==> src/rtl/nn_inference_sequencer.sv <==
// Sequences one fully-connected layer over a binarised image: walks every
// (neuron, pixel) pair, accumulates weights of set pixels, tracks the argmax.
module nn_inference_sequencer #(
    parameter int NUM_PIX   = 196,
    parameter int NUM_OUT   = 10,
    parameter int PIX_IDX_W = 8,
    parameter int OUT_IDX_W = 4,
    parameter int W_W       = 8,
    parameter int ACC_W     = 16
) (
    input  logic                 clk,
    input  logic                 reset,
    input  logic                 image_ready,
    output logic [PIX_IDX_W-1:0] pixel_idx,
    output logic [OUT_IDX_W-1:0] neuron_idx,
    input  logic                 pixel_in,
    input  logic [W_W-1:0]       weight_in,
    output logic                 busy,
    output logic                 done,
    output logic [OUT_IDX_W-1:0] class_bcd,
    output logic [ACC_W-1:0]     class_score
);

    localparam logic [PIX_IDX_W-1:0] LAST_PIX = PIX_IDX_W'(NUM_PIX - 1);
    localparam logic [OUT_IDX_W-1:0] LAST_OUT = OUT_IDX_W'(NUM_OUT - 1);
    localparam logic signed [ACC_W-1:0] ACC_MIN = {1'b1, {(ACC_W-1){1'b0}}};
    localparam logic signed [ACC_W-1:0] ACC_MAX = {1'b0, {(ACC_W-1){1'b1}}};

    typedef enum logic [2:0] {
        S_IDLE,
        S_MAC,
        S_DRAIN,
        S_COMPARE,
        S_DONE
    } state_t;

    state_t                  state;
    state_t                  state_n;
    logic                    issue_v;
    logic signed [ACC_W-1:0] acc;
    logic signed [ACC_W-1:0] best_score;
    logic [OUT_IDX_W-1:0]    best_idx;
    logic                    new_best;

    // One extra bit of headroom, then clamp back into the ACC_W range.
    function automatic logic signed [ACC_W-1:0] sat_add(
        input logic signed [ACC_W-1:0] a,
        input logic signed [W_W-1:0]   w
    );
        logic signed [ACC_W:0] sum;
        sum = {a[ACC_W-1], a} + {{(ACC_W+1-W_W){w[W_W-1]}}, w};
        if (sum[ACC_W] != sum[ACC_W-1]) begin
            return sum[ACC_W] ? ACC_MIN : ACC_MAX;
        end
        return sum[ACC_W-1:0];
    endfunction

    assign new_best = acc > best_score;

    always_ff @(posedge clk) begin
        if (reset) begin
            state <= S_IDLE;
        end else begin
            state <= state_n;
        end
    end

    always_comb begin
        state_n = state;
        busy    = 1'b0;
        case (state)
            S_IDLE: begin
                if (image_ready) state_n = S_MAC;
            end
            S_MAC: begin
                busy = 1'b1;
                if (!image_ready)               state_n = S_IDLE;
                else if (pixel_idx == LAST_PIX) state_n = S_DRAIN;
            end
            S_DRAIN: begin
                busy    = 1'b1;
                state_n = image_ready ? S_COMPARE : S_IDLE;
            end
            S_COMPARE: begin
                busy = 1'b1;
                if (!image_ready)                state_n = S_IDLE;
                else if (neuron_idx == LAST_OUT) state_n = S_DONE;
                else                             state_n = S_MAC;
            end
            S_DONE: begin
                if (!image_ready) state_n = S_IDLE;
            end
            default: state_n = S_IDLE;
        endcase
    end

    // Data for an address issued in MAC arrives one cycle later, flagged by issue_v.
    always_ff @(posedge clk) begin
        if (reset) begin
            pixel_idx   <= '0;
            neuron_idx  <= '0;
            issue_v     <= 1'b0;
            acc         <= '0;
            best_score  <= ACC_MIN;
            best_idx    <= '0;
            done        <= 1'b0;
            class_bcd   <= '0;
            class_score <= '0;
        end else begin
            issue_v <= (state == S_MAC) && image_ready;
            if (issue_v && pixel_in) acc <= sat_add(acc, weight_in);
            case (state)
                S_IDLE: begin
                    if (image_ready) begin
                        pixel_idx  <= '0;
                        neuron_idx <= '0;
                        acc        <= '0;
                        best_score <= ACC_MIN;
                        best_idx   <= '0;
                    end
                end
                S_MAC: begin
                    if (image_ready && pixel_idx != LAST_PIX) pixel_idx <= pixel_idx + 1'b1;
                end
                S_COMPARE: begin
                    if (image_ready) begin
                        if (new_best) begin
                            best_score <= acc;
                            best_idx   <= neuron_idx;
                        end
                        if (neuron_idx == LAST_OUT) begin
                            class_bcd   <= new_best ? neuron_idx : best_idx;
                            class_score <= new_best ? acc : best_score;
                            done        <= 1'b1;
                        end else begin
                            neuron_idx <= neuron_idx + 1'b1;
                            pixel_idx  <= '0;
                            acc        <= '0;
                        end
                    end
                end
                S_DONE: begin
                    if (!image_ready) done <= 1'b0;
                end
                default: ;
            endcase
        end
    end

endmodule

==> config.mk <==
export PLATFORM = sky130hd
export DESIGN_NAME = nn_inference_sequencer
export DESIGN_NICKNAME = d
export VERILOG_FILES = /design/src/rtl/nn_inference_sequencer.sv
export SDC_FILE = /design/constraint.sdc
export NUM_CORES = 1
export LEC_CHECK = 0
export BUFFER_PORTS_ARGS = -buffer_cell sky130_fd_sc_hd__buf_4
export CAP_MARGIN = 20
export CORE_MARGIN = 2
export CORE_UTILIZATION = 35
export CTS_CLUSTER_DIAMETER = 50
export DETAILED_ROUTE_END_ITERATION = 8
export GPL_TIMING_DRIVEN = 0
export PLACE_DENSITY = 0.5
export SLEW_MARGIN = 40
export SYNTH_ARGS = -nofsm -noshare
export SYNTH_HDL_FRONTEND = slang
export SYNTH_SLANG_ARGS = --single-unit
==> constraint.sdc <==
create_clock -name clk -period 2.7 [get_ports clk]
set_clock_uncertainty 0.1 [all_clocks]
set_input_delay 0.405 -clock clk [delete_from_list [all_inputs] [get_ports clk]]
set_output_delay 0.405 -clock clk [all_outputs]
set_load 0.005 [all_outputs]
== Yosys cells after proc, flatten, opt, wreduce, memory -nomap -nowiden ==
Cells that the tools add are included.

* Add/subtract/negate cells: 3
* Reduce and logical (&&, ||, !) cells: 14
* Equal/unequal tests: 15
* Mux-type cells: 40
* Order comparisons: 1

{| class="wikitable"
|+ Operator list
! operator !! count
|-
| 16-bit 2-to-1 mux || 10
|-
| 16-bit case mux with 2 select lines || 2
|-
| 8-bit 2-to-1 mux || 4
|-
| 8-bit case mux with 3 select lines || 1
|-
| 4-bit 2-to-1 mux || 5
|-
| 3-bit 2-to-1 mux || 6
|-
| 16-bit by 8-bit adder with 17-bit output || 1
|-
| 16-bit greater-than comparator || 1
|-
| 4-bit case mux with 2 select lines || 2
|-
| 3-bit case mux with 5 select lines || 1
|-
| 2-bit != test (second input constant) || 5
|-
| 3-bit AND reduction || 3
|-
| 8-bit by 1-bit adder with 8-bit output (second input constant) || 1
|-
| 8-bit equality test (second input constant) || 1
|-
| 8-bit != test (second input constant) || 1
|-
| 4-bit AND reduction || 2
|-
| 1-bit 2-to-1 mux || 7
|-
| 3-bit by 2-bit equality test with 1-bit output (second input constant) || 2
|-
| 5-bit AND reduction || 1
|-
| 4-bit by 1-bit adder with 4-bit output (second input constant) || 1
|-
| 4-bit equality test (second input constant) || 1
|-
| 2-bit nonzero test || 2
|-
| 3-bit by 1-bit equality test with 1-bit output (second input constant) || 1
|-
| 3-bit equality test (second input constant) || 1
|-
| other kinds (9) || 11
|}

* Output and inout port bits: 34
* Register bits: 73

== Depth between registers and ports, before layout ==
* Word-level depth: 10
* Mapped depth: 10

== Least setup slack after synthesis ==
No wires, ideal clock.

* Kind: input-to-reg
* Start point: in weight_in[0]
* End point: reg acc[2]
* Required time: 2.475 ns
* Arrival time: 2.226 ns
* Cell stages on the path: 9
* Slack: 0.249 ns
* Setup time: 0.125 ns
* Cells stage by stage: ha_1 -> fa_1 -> a21oi_1 -> o211ai_1 -> nand4_1 -> nand3_1 -> mux2_4 -> o21ai_2 -> nor3_1

* Longest elaborated chain between the ends: 10
* Elaborated cells between the ends (all ways): 13
* Classes of those cells: 1 x add/sub; 1 x eq/ne; 11 x mux

{| class="wikitable"
|+ RTL lines
! what !! RTL line !! RTL
|-
| from (decl) || 17 || <nowiki>input logic [W_W-1:0] weight_in,</nowiki>
|-
| 16-bit by 8-bit adder with 17-bit output (*) || 51 || <nowiki>sum = {a[ACC_W-1], a} + {{(ACC_W+1-W_W){w[W_W-1]}}, w};</nowiki>
|-
| 1-bit != test || 52 || <nowiki>if (sum[ACC_W] != sum[ACC_W-1]) begin</nowiki>
|-
| 1-bit 2-to-1 mux || 52 ||
|-
| 1-bit 2-to-1 mux || 111 || <nowiki>if (issue_v && pixel_in) acc <= sat_add(acc, weight_in);</nowiki>
|-
| 1-bit 2-to-1 mux || 99 || <nowiki>if (reset) begin</nowiki>
|-
| 16-bit 2-to-1 mux (*) || 55 || <nowiki>return sum[ACC_W-1:0];</nowiki>
|-
| 16-bit 2-to-1 mux (*) || 111 ||
|-
| 16-bit 2-to-1 mux || 131 || <nowiki>if (neuron_idx == LAST_OUT) begin</nowiki>
|-
| 16-bit 2-to-1 mux || 126 || <nowiki>if (image_ready) begin</nowiki>
|-
| 16-bit case mux with 2 select lines (*) || 112 || <nowiki>case (state)</nowiki>
|-
| to (signal assigned) || 111 ||
|-
| to (decl) || 40 || <nowiki>logic signed [ACC_W-1:0] acc;</nowiki>
|}

Every way passes the cells marked *; elsewhere a longest branch is shown, timed or not. The select of a mux whose other input is x is not followed.
A chain may end at the register's enable or synchronous reset.

== Worst setup path in the final report ==
* Start point: reg best_score[13]
* End point: reg class_score[3]

* Longest elaborated chain between the ends: 2

{| class="wikitable"
|+ RTL lines
! what !! RTL line !! RTL
|-
| from (decl) || 41 || <nowiki>logic signed [ACC_W-1:0] best_score;</nowiki>
|-
| from (signal assigned) || 104 || <nowiki>best_score <= ACC_MIN;</nowiki>
|-
| from (signal assigned) || 118 || <nowiki>best_score <= ACC_MIN;</nowiki>
|-
| from (signal assigned) || 128 || <nowiki>best_score <= acc;</nowiki>
|-
| 16-bit greater-than comparator || 58 || <nowiki>assign new_best = acc > best_score;</nowiki>
|-
| 16-bit 2-to-1 mux || n/a ||
|-
| to (signal assigned) || 133 || <nowiki>class_score <= new_best ? acc : best_score;</nowiki>
|-
| to (decl) || 21 || <nowiki>output logic [ACC_W-1:0] class_score</nowiki>
|}

No other way between the ends.

==> impl_metrics.tcl <==
set metrics [dict create \
    fmax_mhz 388 \
    detail_route.vias_per_cell 5.17 \
    yosys-top-cells-area "dfxtp_1 35%, ha_1 11%, nor2_1 5.2%" \
    leakagePower_uw 0.00212 \
    r2r_cells 11 \
    syn-instance-count 462 \
    slew_viol_final 0 \
    netlist_top_cells_count "73 x dfxtp_1, 57 x nor2_1, 35 x ha_1" \
    setup_viol 0 \
    route.detailed.drc 1 \
    worst_pin_slew_ns 0.581 \
    ys_ff_latch 73 \
    clkSlewWorstSetupHoldPaths_ns 0.06 \
    grtUsageTotal_pct 16.7 \
    min_path_type "in -> reg" \
    synth_top_area_share_pct 35.2 \
    syn2layout_area_growth_pct 23.9 \
    wl_per_cell_um 15.4 \
    htree_levels 3 \
    violations "design-rule violations" \
    min_period_over_period_pct 95.4 \
    die_h_um 113 \
    nNetsFinal 574 \
    setup.worst_path.class "reg -> reg" \
    mappedNetlistNets 510 \
    status "finished with violations" \
    fp.dieW_um 113 \
    dp_slack_ns -0.339 \
    r2r-end "class_score[3]$_SDFFE_PP0P_" \
    placed_area_sq_mm 0.00467 \
    cts_root_buffer "clkbuf_16" \
    cts_tree "done" \
    vias 3482 \
    cp.required_ns 2.84 \
    yosys_warnings 0 \
    synth_flop_cell "dfxtp_1" \
    hold_path_end "state[2]$_SDFFE_PP0P_" \
    grt.overflow.total 0 \
    grt_max_degree 13 \
    num_rows 39 \
    avgSynthCellArea_sq_um 8.98 \
    ios 46 \
    crit_path_max_fanout 10 \
    cp-start-kind "flip-flop" \
    synth-simple-area-share_pct 18.0 \
    ys_seq_area_share_pct 35.2 \
    power_density_mw_per_mm2 496 \
    start_util_pct 36.0 \
    hold_viol_final 0 \
    synth-xor-area-share_pct 4.22 \
    core_area_sq_mm 0.0115 \
    first_global_vias 3336 \
    place.gp.congestion 0.775 \
    clockBufferDepth 2 \
    dieArea_sq_mm 0.0127 \
    synth_top_family_by_area "compound AO/OA/AOI/OAI gates" \
    synthAdderAreaFrac_pct 11.0 \
    post-route-min-period_ns 2.58 \
    hold_path_startpoint "image_ready" \
    synth_area_leader_cell "dfxtp_1" \
    drv_cap 0 \
    relSlewSlack_pct 61.0 \
    yosysMostFrequentCell "dfxtp_1" \
    synth_area_sq_mm 0.00415 \
    wl_mm 10.3 \
    fin_area_sq_mm 0.00514 \
    drtAntennaViolNets 0 \
    postCtsHoldBufs 0 \
    port_buffers 45 \
    hold_depth 2 \
    synth-edff-count 0 \
    synthMuxAreaShare_pct 4.95 \
    ir_drop_mv 0.269 \
    first_pass_iters 6 \
    arrival_ns 2.72 \
    r2r-start "best_score[13]$_SDFFE_PP0P_" \
    grt_pass1_wl_mm 17.0 \
    clock-sinks 73 \
    synth_compound_area_share_pct 22.5 \
    r2r_slack_ns 0.12 \
    hpwl_mm 7.92 \
    yosysUniqueCellTypes 54 \
    diodes 0 \
    drt_iter0_markers 171 \
    antenna_found_initial 0 \
    async_reset_ff_share_pct 0 \
    drive_above_1_share_pct 21.3 \
    endpoint_kind "flip-flop" \
    clk_latency_ns 0.33 \
    cts-buffers-inserted 9 \
    timing.final.ws_setup_ns 0.123 \
]
[area by class of cell]
| class | instances | area [sq um] |
|---|---|---|
| tap | 143 | 179 |
| clock buffer | 10 | 239 |
| buffer | 15 | 85.1 |
| fill | 1133 | 6380 |
| timing repair buffer | 53 | 410 |
| clock inverter | 6 | 57.6 |
| multi-input combinational | 351 | 2610 |
| sequential | 73 | 1470 |
| inverter | 23 | 86.3 |
[critical path, stage by stage (launching register included)]
cell and delay (ns):
dfxtp_2 0.34, inv_1 0.04, ha_1 0.28, and4_4 0.20
a221oi_2 0.26, o21ai_2 0.12, nor4_4 0.36, nor3b_4 0.07
buf_4 0.16, buf_6 0.15, mux2i_1 0.14, a211oi_1 0.25
[flip-flops by register name, indices dropped and copies added, names as in the netlist]
name and flops:
best_idx 4, class_bcd 4, acc 16, class_score 16
neuron_idx 4, pixel_idx 8, best_score 16, done 1
issue_v 1, state 3
[layer usage]
layer | vias to the layer above | GRT usage (%) | part of all wire (%)
li1 | 1824 | - | -
met1 | 1603 | 23.7 | 53
met2 | 42 | 25.6 | 43
met3 | 13 | 2.25 | 2.5
met4 | 0 | 6.59 | 1.7
met5 | - | 0 | 0
[worst max-delay path by stage]
stage	startpoint	endpoint	slack [ns]	depth (start not counted)
finish	best_score[13]$_SDFFE_PP0P_	class_score[3]$_SDFFE_PP0P_	0.12	11
detailed placement	weight_in[7]	acc[0]$_SDFF_PP0_	-0.34	9
global placement	weight_in[7]	acc[0]$_SDFF_PP0_	-0.26	9
global route	best_score[13]$_SDFFE_PP0P_	class_score[3]$_SDFFE_PP0P_	-0.03	11
CTS	acc[14]$_SDFF_PP0_	class_score[4]$_SDFFE_PP0P_	0.01	9
floorplan	weight_in[0]	acc[2]$_SDFF_PP0_	0.25	9
[timing repair]
action / CTS / global route
setup buffers: 2 / 7
endpoints found under the setup margin: 23 / 45
resized for setup: 6 / 20
pin swaps: 3 / 8
[per-stage QoR]
step	cells	TNS [ns]	total power (uW)	hold WS [ns]	util, %
floorplan	462	0	1300	0.342	-
CTS	668	0	2550	0.243	43.6
detailed placement	650	-3.83	1360	0.359	40.5
finish	674	0	2550	0.256	44.6
global placement	650	-3.40	1360	0.359	40.5
global route	674	-0.0532	2650	0.260	44.6
[cells by family (layout without fill, tap and decap cells)]
family / Yosys count / in the layout
AOI/OAI and AO/OA: 130 / 130
xor gates and xnor gates: 20 / 20
adders and majority gates: 36 / 36
buffers and inverters: 38 / 107
DFF: 73 / 73
muxes: 20 / 20
and+or+nand+nor: 145 / 145
[cells in the final DEF (no fill, tap or decap), drive strengths merged, types with 2 or more instances in the layout]
cell / instances
a211oi: 23
nand3: 10
a221oi: 4
a21o: 5
inv: 23
nand2b: 9
o21bai: 3
nor4: 2
nor3: 21
nor2b: 2
a21oi: 35
o22ai: 3
nor2: 57
o21ai: 24
a22o: 19
dfxtp: 73
ha: 35
and4: 4
clkbuf: 20
clkinv: 4
nand3b: 2
xnor2: 8
buf: 58
mux2i: 19
o211ai: 4
nand4: 5
nand2: 22
xor2: 12
and2: 3
and3: 4
o31ai: 2
or3b: 2
[where the power goes]
part           total (uW)  internal [uW]  switching [uW]  leakage [uW]
clock network        1180            733             446      0.000148
registers            1090           1080            8.69      0.000593
logic                 277            124             153       0.00138
total                2550           1940             607       0.00212
Note: power is estimated with default switching activity, not from simulation.
